File: src/rtl/spw_tx_scheduler.sv
`default_nettype none
// ============================================================================
// Module      : spw_tx_scheduler
// Description : SpaceWire transmit symbol scheduler. Picks TIMECODE/FCT/NCHAR/
//               NULL for each encoder slot and owns the tx and rx credit counters.
//               Define SPW_TIMECODE_EN to build in the time-code path.
// Revision    : 1.0 - initial release
// ============================================================================
module spw_tx_scheduler #(
    parameter int MAX_CREDIT = 56,
    parameter int FCT_STEP   = 8,
    parameter int CW         = 6
) (
    input  logic          pclk,
    input  logic          resetn,
    input  logic          enable_tx,
    input  logic          send_null_tx,
    input  logic          send_fct_tx,
    input  logic          link_run,
    input  logic          rx_got_fct,
    input  logic          rx_got_nchar,
    input  logic [CW-1:0] rx_fifo_free,
    input  logic          tx_write,
    input  logic [8:0]    tx_data,
    output logic          tx_ready,
    input  logic          tick_in,
    input  logic [7:0]    time_in,
    output logic          enc_valid,
    output logic [1:0]    enc_type,
    output logic [8:0]    enc_data,
    input  logic          enc_ready,
    output logic          credit_error,
    output logic          rx_overrun,
    output logic [CW-1:0] tx_credit
);

    localparam logic [0:0]    c_IDLE    = 1'b0;
    localparam logic [0:0]    c_OFFER   = 1'b1;
    localparam logic [1:0]    c_T_NULL  = 2'd0;
    localparam logic [1:0]    c_T_FCT   = 2'd1;
    localparam logic [1:0]    c_T_NCHAR = 2'd2;
    localparam logic [1:0]    c_T_TC    = 2'd3;
    localparam logic [CW:0]   c_MAX     = MAX_CREDIT[CW:0];
    localparam logic [CW:0]   c_STEP    = FCT_STEP[CW:0];
    localparam logic [CW-1:0] c_ONE     = 1;

    logic [0:0]    r_state;
    logic [0:0]    w_next_state;
    logic [1:0]    r_type;
    logic [8:0]    r_data;
    logic          r_hold_full;
    logic [8:0]    r_hold_data;
    logic [CW-1:0] r_tx_credit;
    logic [CW-1:0] r_rx_credit;
    logic          r_credit_error;
    logic          r_rx_overrun;

    logic          w_flush;
    logic          w_accept;
    logic          w_load;
    logic          w_sel_valid;
    logic [1:0]    w_sel_type;
    logic [8:0]    w_sel_data;
    logic          w_tc_elig;
    logic [8:0]    w_tc_data;
    logic [CW:0]   w_fct_sum;
    logic          w_fct_elig;
    logic          w_nchar_elig;
    logic [CW:0]   w_tx_sum;
    logic          w_tx_ovf;
    logic          w_tx_dec;
    logic [CW-1:0] w_tx_next;
    logic          w_rx_inc;
    logic          w_rx_ovr;
    logic [CW-1:0] w_rx_next;

    assign w_flush = ~resetn | ~enable_tx;

`ifdef SPW_TIMECODE_EN
    logic       r_tick_pend;
    logic [7:0] r_time;

    // A tick arriving in the same cycle as a TIMECODE accept re-arms pending.
    always_ff @(posedge pclk) begin
        if (w_flush) begin
            r_tick_pend <= 1'b0;
            r_time      <= 8'd0;
        end else begin
            if (w_accept && r_type == c_T_TC)
                r_tick_pend <= 1'b0;
            if (tick_in && link_run) begin
                r_tick_pend <= 1'b1;
                r_time      <= time_in;
            end
        end
    end

    assign w_tc_elig = link_run & r_tick_pend;
    assign w_tc_data = {1'b0, r_time};
`else
    logic w_unused_tick;
    assign w_unused_tick = ^{tick_in, time_in};
    assign w_tc_elig     = 1'b0;
    assign w_tc_data     = 9'd0;
`endif

    assign w_fct_sum    = {1'b0, r_rx_credit} + c_STEP;
    assign w_fct_elig   = send_fct_tx & (w_fct_sum <= c_MAX) & ({1'b0, rx_fifo_free} >= w_fct_sum);
    assign w_nchar_elig = link_run & r_hold_full & (r_tx_credit != '0);

    always_comb begin
        w_sel_valid = 1'b1;
        w_sel_type  = c_T_NULL;
        w_sel_data  = 9'd0;
        if (w_tc_elig) begin
            w_sel_type = c_T_TC;
            w_sel_data = w_tc_data;
        end else if (w_fct_elig) begin
            w_sel_type = c_T_FCT;
        end else if (w_nchar_elig) begin
            w_sel_type = c_T_NCHAR;
            w_sel_data = r_hold_data;
        end else if (!send_null_tx) begin
            w_sel_valid = 1'b0;
        end
    end

    always_ff @(posedge pclk) begin
        if (w_flush)
            r_state <= c_IDLE;
        else
            r_state <= w_next_state;
    end

    always_comb begin
        w_next_state = r_state;
        case (r_state)
            c_IDLE:  if (w_sel_valid) w_next_state = c_OFFER;
            c_OFFER: if (enc_ready)   w_next_state = c_IDLE;
            default: w_next_state = c_IDLE;
        endcase
    end

    always_comb begin
        enc_valid = (r_state == c_OFFER);
        w_accept  = (r_state == c_OFFER) & enc_ready;
        w_load    = (r_state == c_IDLE) & w_sel_valid;
    end

    always_ff @(posedge pclk) begin
        if (w_flush) begin
            r_type <= c_T_NULL;
            r_data <= 9'd0;
        end else if (w_load) begin
            r_type <= w_sel_type;
            r_data <= w_sel_data;
        end else if (w_accept) begin
            r_type <= c_T_NULL;
            r_data <= 9'd0;
        end
    end

    assign enc_type = r_type;
    assign enc_data = r_data;

    assign tx_ready = enable_tx & link_run & ~r_hold_full & (r_tx_credit != '0);

    always_ff @(posedge pclk) begin
        if (w_flush) begin
            r_hold_full <= 1'b0;
            r_hold_data <= 9'd0;
        end else if (tx_write && tx_ready) begin
            r_hold_full <= 1'b1;
            r_hold_data <= tx_data;
        end else if (w_tx_dec) begin
            r_hold_full <= 1'b0;
        end
    end

    // An overflowing FCT is dropped but a simultaneous N-char send still consumes credit.
    assign w_tx_sum = {1'b0, r_tx_credit} + c_STEP;
    assign w_tx_ovf = rx_got_fct & (w_tx_sum > c_MAX);
    assign w_tx_dec = w_accept & (r_type == c_T_NCHAR);

    always_comb begin
        w_tx_next = r_tx_credit;
        if (rx_got_fct && !w_tx_ovf)
            w_tx_next = w_tx_sum[CW-1:0];
        if (w_tx_dec)
            w_tx_next = w_tx_next - c_ONE;
    end

    assign w_rx_inc = w_accept & (r_type == c_T_FCT);
    assign w_rx_ovr = rx_got_nchar & (r_rx_credit == '0);

    always_comb begin
        w_rx_next = r_rx_credit;
        if (w_rx_inc)
            w_rx_next = w_fct_sum[CW-1:0];
        if (rx_got_nchar && !w_rx_ovr)
            w_rx_next = w_rx_next - c_ONE;
    end

    always_ff @(posedge pclk) begin
        if (w_flush) begin
            r_tx_credit    <= '0;
            r_rx_credit    <= '0;
            r_credit_error <= 1'b0;
            r_rx_overrun   <= 1'b0;
        end else begin
            r_tx_credit    <= w_tx_next;
            r_rx_credit    <= w_rx_next;
            r_credit_error <= w_tx_ovf;
            r_rx_overrun   <= w_rx_ovr;
        end
    end

    assign tx_credit    = r_tx_credit;
    assign credit_error = r_credit_error;
    assign rx_overrun   = r_rx_overrun;

endmodule
`default_nettype wire

File: config.mk
export PLATFORM = sky130hd
export DESIGN_NAME = spw_tx_scheduler
export DESIGN_NICKNAME = d
export VERILOG_FILES = /design/src/rtl/spw_tx_scheduler.sv
export SDC_FILE = /design/constraint.sdc
export NUM_CORES = 1
export LEC_CHECK = 0
export ABC_AREA = 1
export CELL_PAD_IN_SITES_DETAIL_PLACEMENT = 0
export CELL_PAD_IN_SITES_GLOBAL_PLACEMENT = 2
export CORE_UTILIZATION = 23
export CTS_CLUSTER_DIAMETER = 100
export CTS_CLUSTER_SIZE = 40
export DETAILED_ROUTE_END_ITERATION = 6
export PLACE_DENSITY_LB_ADDON = 0.25
export SYNTH_ARGS = -nofsm -noshare
export SYNTH_HDL_FRONTEND = slang
export SYNTH_SLANG_ARGS = --single-unit
File: constraint.sdc
create_clock -name pclk -period 2.1 [get_ports pclk]
set_input_delay 0.42 -clock pclk [delete_from_list [all_inputs] [get_ports pclk]]
set_output_delay 0.42 -clock pclk [all_outputs]
set_load 0.01 [all_outputs]
Word-level counts from Yosys, hierarchy flattened:

Index checks and enable logic that the tools add are counted.

* input port bits: 34
* output and inout bits: 21
* word-level logic and storage cells: 65
* register bits after elaboration: 36

* $add $sub $neg: 4
* eq/ne operators: 2
* reductions and logical operators: 9
* multiplexer cells: 20
* bitwise logic cells: 18
* $lt $le $gt $ge: 3

Operators by type and width (number)
* 9-bit 2-to-1 mux: 4
* 6-bit 2-to-1 mux: 4
* 6-bit by 4-bit adder with 7-bit output, second input constant: 2
* 1-bit bitwise AND: 13
* 6-bit by 1-bit subtractor with 6-bit output, second input constant: 2
* 2-bit 2-to-1 mux: 4
* 6-bit by 7-bit greater-or-equal comparator with 1-bit output: 1
* 7-bit by 6-bit > comparator with 1-bit output, second input constant: 1
* 7-bit by 6-bit less-or-equal comparator with 1-bit output, second input constant: 1
* 1-bit 2-to-1 mux: 7
* 6-bit logical NOT: 1
* 6-bit nonzero test: 1
* 1-bit NOT: 4
* 2-bit nonzero test: 2
* 1-bit logical AND: 3
* 2-bit by 1-bit equality test with 1-bit output, second input constant: 1
* 2-bit equality test, second input constant: 1
* 1-bit logical NOT: 2
* 1-bit one-hot mux with 2 select lines: 1
* 1-bit OR: 1

Depth between registers and ports, before layout:

* depth after elaboration: 8
* mapped depth: 14

Least setup slack after synthesis:

Ideal clock, no wire load.

* kind: flip-flop to flip-flop
* from: register r_rx_credit[3]
* to: register r_type[0] (netlist: enc_type[0])
* cell stages (with the launch flop): 14
* buffers on the path: 1
* arrival: 1.940 ns
* path slack: 0.092 ns
* library setup time: 0.068 ns
* clock period less this slack: 2.008 ns
* path through: dfxtp_1 > ha_1 > xor2_1 > inv_1 > ha_1 > a21oi_1 > a21boi_0 > nand2_1 > nand2_1 > nand2_1 > nand2_2 > buf_6 > nand2_2 > a21oi_2

* word-level cells in the longest chain between the ends: 7
* elaborated cells on any way between the ends: 10
* classes of those cells: add/sub (1); order compare (2); mux (3); bitwise (3); reduce/logical (1)

Ends and longest elaborated chain
* from (decl): RTL line 54 `logic [CW-1:0] r_rx_credit;`
* from (signal assigned): RTL line 212 `r_rx_credit <= w_rx_next;`
* 6-bit by 4-bit adder with 7-bit output *: RTL line 107 `assign w_fct_sum = {1'b0, r_rx_credit} + c_STEP;`
* 7-bit by 6-bit less-or-equal comparator with 1-bit output: RTL line 108 `assign w_fct_elig = send_fct_tx & (w_fct_sum <= c_MAX) & ({1'b0, rx_fifo_free} >= w_fct_sum);`
* 1-bit bitwise AND: RTL line 108
* 1-bit bitwise AND *: RTL line 108
* 1-bit 2-to-1 mux: RTL line 118 `end else if (w_fct_elig) begin`
* 1-bit bitwise AND: RTL line 147 `w_load = (r_state == c_IDLE) & w_sel_valid;`
* 2-bit 2-to-1 mux / 2-bit nonzero test (equally long branches)
* to (signal assigned): RTL line 152 `r_type <= c_T_NULL;`
* to (signal assigned): RTL line 155 `r_type <= w_sel_type;`
* to (signal assigned): RTL line 158 `r_type <= c_T_NULL;`
* to (decl): RTL line 49 `logic [1:0] r_type;`

Mark *: on every way between the ends. The rest lies on a longest branch, timed or not.
A chain may end at the register's enable or synchronous reset.

Worst setup path in the final report:

* from: register r_rx_credit[3]
* to: register r_state (netlist: enc_valid)

* word-level cells in the longest chain between the ends: 7
* elaborated cells on any way between the ends: 8
* classes of those cells: add/sub (1); order compare (2); mux (3); bitwise (2)

Ends and longest elaborated chain
* 6-bit by 4-bit adder with 7-bit output *: RTL line 107
* 7-bit by 6-bit less-or-equal comparator with 1-bit output: RTL line 108
* 1-bit bitwise AND: RTL line 108
* 1-bit bitwise AND *: RTL line 108
* 1-bit 2-to-1 mux *: RTL line 118
* 1-bit 2-to-1 mux *: RTL line 138 `c_IDLE: if (w_sel_valid) w_next_state = c_OFFER;`
* 1-bit one-hot mux with 2 select lines *: RTL line 137 `case (r_state)`
* to (signal assigned): RTL line 130 `r_state <= c_IDLE;`
* to (signal assigned): RTL line 132 `r_state <= w_next_state;`
* to (decl): RTL line 47 `logic [0:0] r_state;`

Marked as above.

==> results by stage <==
Hold path:
- The min-delay analysis places its worst path in the category reg -> reg.
- In this run the most critical hold path is launched from enc_data[0]$_SDFFE_PP0P_.

Critical path:
- The worst endpoint required time is about 2.3 ns.
- Broken down by cell family, the worst path's largest delay share belongs to adder cells.
- The sum of buffers and inverters on the critical path is 4.
- Counting buffers and inverters, the worst setup path is 12 cells deep.
- The biggest fanout along the worst timing path is 4.
- On the critical path, the stage with the largest delay is an instance of dfxtp_2.
- The worst reg2reg path depth is 12.
- Data on the critical path arrives at its endpoint at between 2 and 2.5 ns.
- In this run the worst setup path terminates at enc_valid$_SDFF_PP0_.
- The worst register-to-register path has a setup slack of roughly 0.11 ns.
- For this run, the slowest stage of the critical path takes around 0.33 ns.
- Tracing the worst setup path back leads to its startpoint at r_rx_credit[3]$_SDFF_PP0_.
- The signal on the critical path passes through buf_4 -> inv_2 -> ha_1 -> ha_1 -> nand2_1 -> inv_1 -> a21boi_2 -> nand2_2 -> nand2_2 -> nand2_4 -> buf_4 -> and3_1.
- The startpoint-to-endpoint class of the critical path is reg -> reg.
- The endpoint kind of the worst setup timing path is a register.
- The worst setup path is launched from a register.
- The endpoint identified for the worst register-to-register timing path is enc_valid$_SDFF_PP0_.
- In this run the critical register-to-register path is launched from r_rx_credit[3]$_SDFF_PP0_.

Floorplanning:
- In this run the standard cell core region covers 0.007767 mm2.
- The floorplan has 32 rows.
- The die is just over 90 um tall.
- The starting density of the core is 0.2392.
- In this run the horizontal extent of the chip is 91.88 um.
- The total die area is 0.008442 mm2.
- between 50 and 60 I/O pins were placed.

Detailed routing:
- After the first detailed-routing iteration, the DRC count stood at between 50 and 60.
- Detailed routing inserted a total of roughly 1800 vias.
- In the routed layout, each cell is associated on average with a via count of between 4 and 5.
- Dividing the detail-routed wire length by the instance count gives roughly 12 um.
- The residual DRC count is 0.
- The pre-antenna-repair detailed-routing pass consisted of 4 iterations.
- The residual antenna-violating net count after detailed routing is 0.
- The wire length reported by the detailed router is ~4.8 mm.

Clocking:
- The root buffer cell chosen for the clock tree is clkbuf_8.
- The clock-pin transition on the worst setup and hold timing paths is 0.07 ns.
- The H-tree generated during clock tree synthesis spans 2 levels.
- Counting the buffers created by CTS gives 5.
- The clock latency reported for the late side of the worst-skew pair is just under 0.3 ns.
- The sink count of the clock tree is 36.
- The maximum buffer depth of the clock tree is 2.
- The CTS tree is done.

Synth:
- The synthesized instance count is about 250.
- The netlist uses 24 different library cells.
- The number of warnings reported in the yosys synthesis log is 0.
- The net count after synthesis is around 300.
- After synthesis the netlist holds a flip-flop and latch count of 36.
- Of the synthesized area, sequential elements account for 0.3879.
- The synthesized area is about 0.0019 mm2.
- A synthesized cell averages 7.462 um2.

Run status:
- The flow ran to the end, and the final reports show no timing, DRC or antenna violations.

STA:
- Measured against its own limit, the worst slew margin works out to 0.7312.
- In the finished design, the share of the clock period the worst path needs comes to 0.9457.
- The max-slew violation count was 0.
- The final hold violation count is 0.
- Based on the critical path, the design can be clocked at up to between 500 and 600 MHz.
- The total of endpoints with negative setup slack in the final report is 0.
- The minimum setup slack in the final design is ~0.11 ns.
- The worst path in the final design needs a cycle of 1.986 ns, including I/O delays and setup.
- For the pin with the worst max-slew slack, the measured transition is about 0.40 ns.
- The final worst clock skew is 0.006461 ns.
- Setup repair after global routing left no endpoint under its margin.

Power:
- For this design the ratio of total power to cell area is between 600 and 700 mW/mm2.
- The leakage dissipation is 1.063 nW.
- The total power consumption of the routed design is roughly 1.7 mW.
- The peak ir drop on the vdd network is approximately 0.00025 V.

GRT:
- The first global-routing pass estimated 8.245 mm of wire.
- The largest net degree at the start of global routing is 22.
- The global routing usage summed across all routing layers is 0.1222.
- The initial antenna violation count is 0.
- The via count of the first global-routing pass was roughly 1800.
- The total congestion overflow is 0.

Placement:
- After detailed placement, the design holds a cell count of 405.
- The half-perimeter wire length after detailed placement is between 3 and 4 mm.
- Timing analysis after detailed placement gives a worst setup slack of -0.2638 ns.
- Input and output buffers added on the ports amount to 45.
- Routability-driven placement finished with a final weighted congestion of 0.7350.

Layout:
- The share of layout cells above drive strength 1 is 0.1923.
- After the last flow step, the layout net total stands at 358.
- The finished layout holds 414 standard cells, fillers aside.
- Relative to the synthesized area, the layout overhead comes to 46.46%.
- The number of antenna diodes in the final layout is 0.

Flow run:
- The number of maximum-capacitance violations is 0.
[placed cells by master (no fill, tap or decap), drive strengths merged]
cell | netlist | final
nand3 | 29 | 29
and3 | 1 | 1
dlygate4sd2 | 0 | 1
nor2 | 16 | 16
inv | 25 | 25
or2 | 1 | 1
o21a | 2 | 2
nand2 | 59 | 60
dfxtp | 36 | 36
xor2 | 3 | 3
o21ai | 8 | 8
clkinv | 2 | 2
clkbuf | 4 | 7
buf | 3 | 16
clkdlybuf4s50 | 0 | 44
ha | 13 | 13
a21oi | 33 | 33
bufinv | 0 | 1
nand4 | 5 | 5
nor3b | 1 | 1
a21boi | 1 | 1
nor3 | 7 | 7
[Yosys cell counts (all sizes together)]
cell type	instances	area, um2
o21a	2	15.01
buf	3	21.27
nor2	16	60.06
nand2	59	249.0
a21boi	1	7.510
ha	13	162.7
o21ai	8	40.04
nor3b	1	7.510
xor2	3	26.28
or2	1	6.260
nor3	7	40.04
nand3	29	145.1
dfxtp	36	720.7
and3	1	6.260
a21oi	33	202.7
clkinv	2	7.510
inv	25	93.84
nand4	5	31.28
clkbuf	4	15.01
[routing by layer]
layer	up-vias	global-route usage	part of all wire
li1	947	-	-
met1	794	0.1550	0.49
met2	34	0.2040	0.45
met3	4	0.03317	0.046
met4	0	0.03125	0.0079
met5	-	0	0
[timing repair]
action	4_1_cts	5_1_grt
gates resized for setup	7	11
pin swaps	1	3
buffers inserted	0	0
hold endpoints to repair	0	0
hold buffers	0	0
endpoints found under the setup margin	12	12
gates cloned	1	0
[cell families (layout without fill, tap and decap cells)]
group | Yosys count | count (layout) | synth area share
AND/OR/NAND/NOR | 119 | 120 | 0.2936
AO/OA/AOI/OAI | 44 | 44 | 0.1428
flip-flops | 36 | 36 | 0.3879
buffers and inverters | 34 | 96 | 0.07407
adder cells (fa/ha/maj) | 13 | 13 | 0.08754
XOR/XNOR | 3 | 3 | 0.01414
[layout make-up]
type,instances,area [um2]
sequential,36,724.4
tap,102,127.6
clock buffer,7,96.34
fill,844,5046
timing repair buffer,61,573.1
inverter,27,101.3
multi-input combinational,180,1069
clock inverter,1,30.03
[worst min-delay path, stage by stage, from the launching register on]
cell and delay, ns:
dfxtp_1 0.32, nand2_2 0.06, a21oi_2 0.04
[worst min path at each step]
stage | endpoint | slack (ns) | cells past startpoint
finish | enc_data[0]$_SDFFE_PP0P_ | 0.46 | 2
global route | enc_data[1]$_SDFFE_PP0P_ | 0.48 | 2
CTS | enc_data[0]$_SDFFE_PP0P_ | 0.47 | 2
detailed placement | enc_data[0]$_SDFFE_PP0P_ | 0.46 | 2
global placement | r_hold_data[7]$_SDFFE_PP0P_ | 0.45 | 2
floorplan | r_hold_data[0]$_SDFFE_PP0P_ | 0.44 | 2
[registers in the layout, summed over array words and instances, names as in the netlist]
register and cells:
r_rx_credit 6, r_hold_data 9, rx_overrun 1, enc_data 9, enc_valid 1, enc_type 2
credit_error 1, tx_credit 6, r_hold_full 1
[where the power goes]
part | leakage [nW] | total [mW] | switching (mW) | internal (mW)
Sequential | 0.292 | 0.707 | 0.0110 | 0.696
Clock | 0.0645 | 0.674 | 0.255 | 0.419
Combinational | 0.706 | 0.272 | 0.144 | 0.128
Total | 1.06 | 1.65 | 0.410 | 1.24
[metrics by stage]
stage / setup TNS, ns / util / instance area, um2 / hold slack, ns
finish: 0 / 0.3504 / 2721 / 0.4627
CTS: -0.001475 / 0.3433 / 2666 / 0.4684
floorplan: 0 / - / 1858 / 0.4416
global route: 0 / 0.3504 / 2721 / 0.4812
global placement: -2.844 / 0.3244 / 2520 / 0.4542
detailed placement: -2.931 / 0.3244 / 2520 / 0.4582
No activity file was read; power rests on OpenSTA's default activity.
